[src/rtl/dm_access_ctrl_pkg.sv]
// Shared encodings and types for the load/store access controller.
package dm_access_ctrl_pkg;

   localparam int unsigned DATA_W = 32;
   localparam int unsigned LANE_W = 2;

   typedef enum logic [1:0] {
      SZ_BYTE = 2'b00,
      SZ_HALF = 2'b01,
      SZ_WORD = 2'b10,
      SZ_RSVD = 2'b11
   } size_e;

   typedef enum logic {
      ST_IDLE   = 1'b0,
      ST_RMW_WR = 1'b1
   } state_e;

   // Context captured in the read cycle of a sub-word store.
   typedef struct packed {
      logic [LANE_W-1:0] lane;
      size_e             size;
      logic [DATA_W-1:0] wdata;
      logic [DATA_W-1:0] old_word;
   } rmw_ctx_t;

   function automatic logic is_bad_access(input size_e size, input logic [LANE_W-1:0] lo);
      logic bad;
      bad = 1'b0;
      case (size)
         SZ_BYTE: bad = 1'b0;
         SZ_HALF: bad = lo[0];
         SZ_WORD: bad = (lo != 2'b00);
         default: bad = 1'b1;
      endcase
      return bad;
   endfunction

endpackage

[src/rtl/dm_lane_align.sv]
// Byte/half lane handling: load extraction with extension, and store lane merge.
module dm_lane_align
   import dm_access_ctrl_pkg::*;
(
   input  logic [DATA_W-1:0] ld_word,
   input  logic [LANE_W-1:0] ld_lane,
   input  size_e             ld_size,
   input  logic              ld_unsigned,
   output logic [DATA_W-1:0] ld_data_c,
   input  logic [DATA_W-1:0] st_old,
   input  logic [DATA_W-1:0] st_data,
   input  logic [LANE_W-1:0] st_lane,
   input  size_e             st_size,
   output logic [DATA_W-1:0] st_word_c
);

   logic [7:0]  ld_byte;
   logic [15:0] ld_half;

   // Load path: little-endian lane select, then sign or zero extension.
   always_comb begin
      ld_data_c = ld_word;
      ld_byte   = 8'h00;
      case (ld_lane)
         2'd0:    ld_byte = ld_word[7:0];
         2'd1:    ld_byte = ld_word[15:8];
         2'd2:    ld_byte = ld_word[23:16];
         default: ld_byte = ld_word[31:24];
      endcase
      ld_half = ld_lane[1] ? ld_word[31:16] : ld_word[15:0];
      case (ld_size)
         SZ_BYTE: ld_data_c = ld_unsigned ? {24'h000000, ld_byte} : {{24{ld_byte[7]}}, ld_byte};
         SZ_HALF: ld_data_c = ld_unsigned ? {16'h0000, ld_half} : {{16{ld_half[15]}}, ld_half};
         default: ld_data_c = ld_word;
      endcase
   end

   // Store path: replace only the addressed lane(s) of the old word.
   always_comb begin
      st_word_c = st_old;
      case (st_size)
         SZ_BYTE: begin
            case (st_lane)
               2'd0:    st_word_c[7:0]   = st_data[7:0];
               2'd1:    st_word_c[15:8]  = st_data[7:0];
               2'd2:    st_word_c[23:16] = st_data[7:0];
               default: st_word_c[31:24] = st_data[7:0];
            endcase
         end
         SZ_HALF: begin
            if (st_lane[1]) st_word_c[31:16] = st_data[15:0];
            else            st_word_c[15:0]  = st_data[15:0];
         end
         default: st_word_c = st_data;
      endcase
   end

endmodule

[src/rtl/dm_access_ctrl.sv]
// Load/store access controller: word-only data memory, sub-word stores via read-modify-write.
module dm_access_ctrl
   import dm_access_ctrl_pkg::*;
#(
   parameter int unsigned ADDR_HI = 11
) (
   input  logic                 clk,
   input  logic                 rst,
   input  logic                 req_valid,
   input  logic                 req_wr,
   input  logic [1:0]           req_size,
   input  logic                 req_unsigned,
   input  logic [31:0]          req_addr,
   input  logic [31:0]          req_wdata,
   output logic [31:0]          rdata,
   output logic                 stall,
   output logic                 addr_err,
   output logic [ADDR_HI-2:0]   dm_addr,
   output logic [31:0]          dm_wdata,
   output logic                 dm_wr,
   output logic                 dm_rd,
   input  logic [31:0]          dm_rdata
);

   localparam int unsigned IDX_W = ADDR_HI - 1;

   state_e            state_q, state_d;
   logic [IDX_W-1:0]  idx_q, idx_d;
   rmw_ctx_t          ctx_q, ctx_d;

   size_e             req_size_e;
   logic [IDX_W-1:0]  req_idx;
   logic [DATA_W-1:0] ld_data_c;
   logic [DATA_W-1:0] st_word_c;
   logic              unused_addr_hi;

   assign req_size_e     = size_e'(req_size);
   assign req_idx        = req_addr[ADDR_HI:2];
   assign unused_addr_hi = ^req_addr[31:ADDR_HI+1];

   // Load extraction follows the live request; the store merge sees only latched context.
   dm_lane_align u_lane_align (
      .ld_word     (dm_rdata),
      .ld_lane     (req_addr[1:0]),
      .ld_size     (req_size_e),
      .ld_unsigned (req_unsigned),
      .ld_data_c   (ld_data_c),
      .st_old      (ctx_q.old_word),
      .st_data     (ctx_q.wdata),
      .st_lane     (ctx_q.lane),
      .st_size     (ctx_q.size),
      .st_word_c   (st_word_c)
   );

   always_ff @(posedge clk or posedge rst) begin
      if (rst) begin
         state_q <= ST_IDLE;
         idx_q   <= '0;
         ctx_q   <= '0;
      end else begin
         state_q <= state_d;
         idx_q   <= idx_d;
         ctx_q   <= ctx_d;
      end
   end

   // Next state and memory-side outputs; everything quiet while reset is held.
   always_comb begin
      state_d  = state_q;
      idx_d    = idx_q;
      ctx_d    = ctx_q;
      rdata    = '0;
      stall    = 1'b0;
      addr_err = 1'b0;
      dm_addr  = '0;
      dm_wdata = '0;
      dm_wr    = 1'b0;
      dm_rd    = 1'b0;
      if (!rst) begin
         case (state_q)
            ST_IDLE: begin
               if (req_valid) begin
                  if (is_bad_access(req_size_e, req_addr[1:0])) begin
                     addr_err = 1'b1;
                  end else if (!req_wr) begin
                     dm_rd   = 1'b1;
                     dm_addr = req_idx;
                     rdata   = ld_data_c;
                  end else if (req_size_e == SZ_WORD) begin
                     dm_wr    = 1'b1;
                     dm_addr  = req_idx;
                     dm_wdata = req_wdata;
                  end else begin
                     dm_rd   = 1'b1;
                     dm_addr = req_idx;
                     stall   = 1'b1;
                     state_d = ST_RMW_WR;
                     idx_d   = req_idx;
                     ctx_d   = '{lane: req_addr[1:0], size: req_size_e,
                                 wdata: req_wdata, old_word: dm_rdata};
                  end
               end
            end
            ST_RMW_WR: begin
               dm_wr    = 1'b1;
               dm_addr  = idx_q;
               dm_wdata = st_word_c;
               state_d  = ST_IDLE;
            end
            default: state_d = ST_IDLE;
         endcase
      end
   end

endmodule

[config.mk]
export PLATFORM = sky130hd
export DESIGN_NAME = dm_access_ctrl
export DESIGN_NICKNAME = d
export VERILOG_FILES = /design/src/rtl/dm_access_ctrl_pkg.sv /design/src/rtl/dm_lane_align.sv /design/src/rtl/dm_access_ctrl.sv
export SDC_FILE = /design/constraint.sdc
export NUM_CORES = 1
export LEC_CHECK = 0
export ABC_AREA = 1
export BUFFER_PORTS_ARGS = -buffer_cell sky130_fd_sc_hd__buf_2
export CORE_MARGIN = 2
export CORE_UTILIZATION = 49
export DETAILED_ROUTE_END_ITERATION = 10
export PLACE_DENSITY = 0.76
export SYNTH_ARGS = -nofsm -noshare
export SYNTH_HDL_FRONTEND = slang
export SYNTH_HIERARCHICAL = 1
export SYNTH_SLANG_ARGS = --single-unit
[constraint.sdc]
create_clock -name clk -period 6.3 [get_ports clk]
set_clock_uncertainty 0.2 [all_clocks]
set_input_delay 0.315 -clock clk [delete_from_list [all_inputs] [get_ports clk]]
set_output_delay 0.315 -clock clk [all_outputs]
set_load 0.01 [all_outputs]
==> out/qor.csv, run 1 <==
stage,metric,value,unit
outcome,outcome,"finished, final reports clean",
routing,post-DR vias/cell,5.41,
floorplanning,die footprint,13600,um^2
synthesis,Mapped Area,6190,um^2
clocking,clock transition at the registers of the reported paths,0.07,ns
pwr,Pwr Density,259,nW/um^2
sta,accumulated negative setup slack,0,ns
clocking,clk_lat worst skew,0.34,ns
synthesis,#FFs+latches synth,79,
clocking,Post-CTS Setup Repair Bufs,0,
global_route,Total GRT Usage,28.7,%
routing,drt pass-1 iters,5,
global_route,first-pass GRT wire length,30400,um
sta,Tmin final,3.54,ns
pwr,clock group share of total power,30.7,%
worst_hold_path,worst hold endpoint,ctx_q[46],
pwr,leakage power,0.00408,uW
critical_path,worst reg2reg path startpoint,state_q,
synthesis,syn nets,1100,
critical_path,"Largest stage delay, worst path",0.99,ns
routing,vias,6918,
placement,dpl hpwl,12800,um
floorplanning,Initial Util,49.7,%
clocking,hold buffers post-CTS,0,
critical_path,"Arr. time, crit path",3.03,ns
final_layout,share of cells above drive strength 1,20.9,%
pwr,VDD IR max,0.167,mV
placement,Port-buffer cells,160,
synthesis,Avg Inst Size Synth,6.21,um^2
placement,Cells after DPL,1263,
clocking,post-CTS resize count,0,
critical_path,worst reg2reg setup slack,3.74,ns
sta,Worst-Margin Slew,1.20,ns
floorplanning,I/O pin count,181,
sta,# setup viols final,0,
final_layout,Finished Layout Cells,1279,
global_route,number of global-route vias before repair,6060,
routing,post-route ant nets,0,
floorplanning,die span in x,116,um
sta,Final Hold Viols,0,
critical_path,worst path cell trace,"nor2_1, nand3_1, nor3_1, buf_2",
pwr,Psw,704,uW
critical_path,Critical Path RT,5.78,ns
final_layout,most frequent cells in the layout,"nand2_1 (335), buf_2 (160), nand3_1 (151)",
worst_hold_path,WHS Path Cells,3,
global_route,initial antenna violation count,0,
routing,1st-iter DRT viols,703,
sta,Final period util,56.2,%
floorplanning,Core Region,12500,um^2
synthesis,sequential fraction of the synthesis area,31.9,%
pwr,P_int,1160,uW
sta,RSZ-0062 raised after global routing,false,
placement,GPL Wtd Cong,0.873,
routing,drt total wl,19100,um
clocking,TritonCTS clock tree,done,
global_route,largest net degree at the start of global routing,81,
floorplanning,FP Rows,41,
clocking,Max Root-Sink Buffers,2,
critical_path,CP max-delay cell,nand3_1,
final_layout,"most common cell after layout, fill and taps aside",nand2_1,
sta,FMAX,282,MHz
synthesis,Post-Synthesis Cells,997,
critical_path,Worst setup EP type,output pin,
clocking,root buffer cell,clkbuf_16,
final_layout,antenna cells,0,
pwr,Reg power frac,39.0,%
critical_path,Critical Path Fanout Max,33,
clocking,clk sinks,79,
critical_path,critical path type,reg2out,
final_layout,Layout area overhead,16.4,%
floorplanning,Die H,116,um
sta,Worst slew margin,19.8,%
critical_path,CP startpoint kind,flip-flop,
worst_hold_path,Hold Crit Start,req_wdata[14],
global_route,total grt overflow,0,
critical_path,reg2reg path depth,5,
clocking,H-tree levels,3,
synthesis,post-synth cell types,32,
final_layout,NumNets Final,1205,
clocking,Inserted Clock Buffers,9,
worst_hold_path,hold crit path type,in2reg,
critical_path,Crit. Startpoint,state_q,
pwr,Net Sw Frac,37.7,%
critical_path,reg2reg end,state_q,
pwr,Logic pwr share,30.3,%
sta,final count of pins violating max slew,0,
routing,post-route DRC violation count,0,
synthesis,yosys warns,6,
routing,WL/cell,15.0,um
job,total of max-cap violations,0,
final_layout,FILL cells,1316,
==> layer usage <==
layer	wire length, um	part of all wire (%)	GRT usage (%)	vias to the layer above
li1	-	-	-	3401
met1	8090	42	38.6	3229
met2	9240	48	46.5	244
met3	1350	7.1	5.97	44
met4	459	2.4	9.76	0
met5	0	0	0	-
==> how the worst max path moves through the flow <==
stage                     end  slack [ns]  cells after the start
floorplan           rdata[22]        2.64                      5
global placement    rdata[29]        2.93                      8
detailed placement  rdata[18]        2.87                      8
CTS                 rdata[18]        2.80                      4
global route        rdata[18]        2.51                      4
finish              rdata[11]        2.76                      4
==> cell usage after synthesis, drive strengths merged <==
cell / number / area [um^2]
clkbuf: 36 / 136
o21a: 1 / 15.0
o21ai: 27 / 139
nor4: 1 / 6.26
nor2: 66 / 253
o211ai: 17 / 128
o22ai: 1 / 12.5
nor3: 34 / 186
nand2: 342 / 1300
inv: 108 / 410
a21oi: 72 / 360
nand3: 173 / 983
nand4: 1 / 21.3
buf: 37 / 249
a22oi: 1 / 12.5
clkinv: 1 / 3.75
dfrtp: 79 / 1980
==> cell families (layout without fill, tap and decap cells) <==
| group | after synthesis | after routing | synth area share (%) |
|---|---|---|---|
| DFF | 79 | 79 | 31.9 |
| and+or+nand+nor | 617 | 617 | 44.4 |
| buffers and inverters | 182 | 292 | 12.9 |
| AOI/OAI and AO/OA | 119 | 119 | 10.8 |
==> state kept, by name, summed over array words and instances, names as in the netlist <==
register and cells:
ctx_q 68, state_q 1, idx_q 10
==> final cells by class <==
cell class              count  area [um^2]  share of cell area, %
flip-flops and latches     79         1980                   27.4
multi-input cells         736         3420                   47.4
repair buffers            167          853                   11.8
well taps                 172          215                   2.98
inverters                 109          414                   5.74
clock inverters             7          104                   1.44
clock buffers               9          225                   3.12
==> through the flow <==
| step | utilization, % | cell area, um^2 | hold WS [ns] | power (uW) | setup slack [ns] |
|---|---|---|---|---|---|
| 3_3_place_gp | 55.2 | 6880 | 0.256 | 1280 | 2.93 |
| 5_1_grt | 57.8 | 7210 | 0.0116 | 1980 | 2.51 |
| 2_1_floorplan | - | 6190 | 0.242 | 1120 | 2.64 |
| 3_5_place_dp | 55.2 | 6880 | 0.258 | 1290 | 2.87 |
| 6_report | 57.8 | 7210 | 0.0107 | 1870 | 2.76 |
| 4_1_cts | 57.8 | 7210 | 0.00891 | 1860 | 2.80 |
==> worst max-delay path: cells and delay by family (launching register included) <==
kind                   cells  cell delay [ns]
buffers and inverters      1             0.20
flip-flops                 1             0.40
AND/OR/NAND/NOR            3             2.07
==> power groups by stage <==
stage,logic (uW),registers [uW],clock network (uW)
after floorplan,434,687,0
after global placement,545,731,0
after detailed placement,556,731,0
after CTS,559,724,581
after global routing,636,742,604
final,566,728,573
Note: power is estimated with default switching activity, not from simulation.
==> inputs of run 2 (changes only) <==
--- a/config.mk
+++ b/config.mk
@@ -8,9 +8,9 @@
 export ABC_AREA = 1
 export BUFFER_PORTS_ARGS = -buffer_cell sky130_fd_sc_hd__buf_2
 export CORE_MARGIN = 2
-export CORE_UTILIZATION = 49
+export CORE_UTILIZATION = 48
 export DETAILED_ROUTE_END_ITERATION = 10
-export PLACE_DENSITY = 0.76
+export PLACE_DENSITY = 0.78
 export SYNTH_ARGS = -nofsm -noshare
 export SYNTH_HDL_FRONTEND = slang
 export SYNTH_HIERARCHICAL = 1
==> constraint.sdc (replaced) <==
create_clock -name clk -period 2.9 [get_ports clk]
set_clock_uncertainty 0.2 [all_clocks]
set_input_delay 0.145 -clock clk [delete_from_list [all_inputs] [get_ports clk]]
set_output_delay 0.145 -clock clk [all_outputs]
set_load 0.01 [all_outputs]
==> run 2 against run 1 <==
Net effect:
- total power up 120%
- via count up 6.8%
- sequential share of layout area down 2.9 points
==> out/qor.csv, run 2 (synthesis gave the netlist of run 1 again) <==
stage,metric,value,unit
routing,WL/cell,15.2,um
clocking,H-tree levels,3,
clocking,post-CTS resize count,0,
sta,final count of pins violating max slew,0,
critical_path,worst path cell trace,"inv_2, buf_4, o21ai_2, nand2_1, nand3_1, nand2_1, a21oi_1, buf_2",
final_layout,antenna cells,0,
clocking,TritonCTS clock tree,done,
critical_path,Critical Path Fanout Max,17,
routing,drt total wl,20700,um
floorplanning,Initial Util,49.1,%
sta,RSZ-0062 raised after global routing,false,
floorplanning,FP Rows,41,
pwr,Pwr Density,506,nW/um^2
final_layout,Finished Layout Cells,1366,
floorplanning,die span in x,118,um
critical_path,CP max-delay cell,dfrtp_1,
placement,Cells after DPL,1274,
clocking,clk sinks,79,
final_layout,number of flip-flops in the largest register,68,
sta,Final Hold Viols,0,
routing,post-route ant nets,0,
critical_path,"Largest stage delay, worst path",0.54,ns
placement,GPL Wtd Cong,0.921,
routing,drt pass-1 iters,5,
pwr,VDD IR max,0.356,mV
global_route,Total GRT Usage,29.7,%
placement,dpl hpwl,13600,um
placement,Port-buffer cells,160,
floorplanning,I/O pin count,181,
floorplanning,die footprint,13800,um^2
critical_path,Critical Path RT,2.56,ns
final_layout,share of cells above drive strength 1,20.1,%
final_layout,"Core Util, Final",63.8,%
routing,1st-iter DRT viols,846,
critical_path,cell mode on critical path,nand2_1,
final_layout,most frequent cells in the layout,"nand2_1 (335), buf_2 (160), nand3_1 (151)",
final_layout,"most common cell after layout, fill and taps aside",nand2_1,
clocking,hold buffers post-CTS,77,
worst_hold_path,WHS Path Cells,3,
final_layout,Layout area overhead,30.0,%
critical_path,reg2reg path depth,4,
global_route,largest net degree at the start of global routing,78,
sta,FMAX,375,MHz
sta,final hold slack,0.103,ns
routing,post-DR vias/cell,5.41,
clocking,clock transition at the registers of the reported paths,0.06,ns
pwr,leakage power,0.00444,uW
routing,vias,7388,
clocking,clk_lat worst skew,0.34,ns
sta,# setup viols final,0,
worst_hold_path,hold crit path type,in2reg,
sta,Worst slew margin,47.0,%
sta,Final period util,92.0,%
floorplanning,Die H,118,um
global_route,number of global-route vias before repair,6656,
sta,Tmin final,2.67,ns
final_layout,Biggest register,ctx_q,
placement,"worst slack, placed",0.627,ns
floorplanning,Core Region,12600,um^2
sta,Worst-Margin Slew,0.796,ns
final_layout,Top Registers,"ctx_q x68, idx_q x10, state_q x1",
job,total of max-cap violations,0,
sta,accumulated negative setup slack,0,ns
clocking,Max Root-Sink Buffers,2,
clocking,root buffer cell,clkbuf_16,
critical_path,CP startpoint kind,flip-flop,
sta,"Worst Setup Slack, final",0.231,ns
critical_path,Worst setup EP type,output pin,
outcome,outcome,"finished, final reports clean",
final_layout,NumNets Final,1293,
clocking,Inserted Clock Buffers,9,
clocking,Post-CTS Setup Repair Bufs,0,
critical_path,"Arr. time, crit path",2.32,ns
critical_path,critical path type,reg2out,
routing,post-route DRC violation count,0,
global_route,first-pass GRT wire length,33500,um
global_route,initial antenna violation count,0,
global_route,total grt overflow,0,
run 2: metrics by stage:
step / power, uW / area (um^2)
after floorplan: 2440 / 6200
after global placement: 2800 / 6980
after detailed placement: 2820 / 6980
after CTS: 4040 / 8050
after global routing: 4330 / 8050
final: 4070 / 8050
run 2: layout make-up:
cell class | instances | area (um^2)
Fill cell | 1180 | 4570
Multi-Input combinational cell | 736 | 3420
Sequential cell | 79 | 1980
Timing Repair Buffer | 255 | 1720
Inverter | 109 | 418
Clock buffer | 12 | 256
Tap cell | 172 | 215
Clock inverter | 3 | 42.5
run 2: power breakdown:
group | total [uW] | leakage [uW] | switching (uW) | internal, uW
Sequential | 1580 | 0.000999 | 229 | 1350
Clock | 1150 | 0.000145 | 442 | 708
Combinational | 1350 | 0.00330 | 846 | 501
run 2: worst max-delay path: cells and delay by family, from the launching register on:
family | cells | cell delay [ns]
buf+inv | 3 | 0.63
compound gates | 2 | 0.59
flops | 1 | 0.54
simple gates | 3 | 0.23
run 2: path summary, 6_finish.rpt:
path / from / end / slack (ns)
min reg2reg: ctx_q[23] / ctx_q[23] / 0.27
max in group asynchronous: rst / ctx_q[49] / 0.97
max reg2reg: state_q / ctx_q[10] / 0.81
max: ctx_q[67] / dm_wdata[15] / 0.23
min: req_addr[1] / ctx_q[67] / 0.10
min in group asynchronous: rst / idx_q[3] / 0.30
run 2: per-layer routing:
layer  wire length [um]  vias up  track usage [%]  part of all wire (%)
met5                  0        -                0                     0
met2               9840      380             48.5                    48
met4                548        0             9.94                   2.6
li1                   -     3574                -                     -
met1               8650     3385             40.4                    42
met3               1670       49             4.36                   8.1
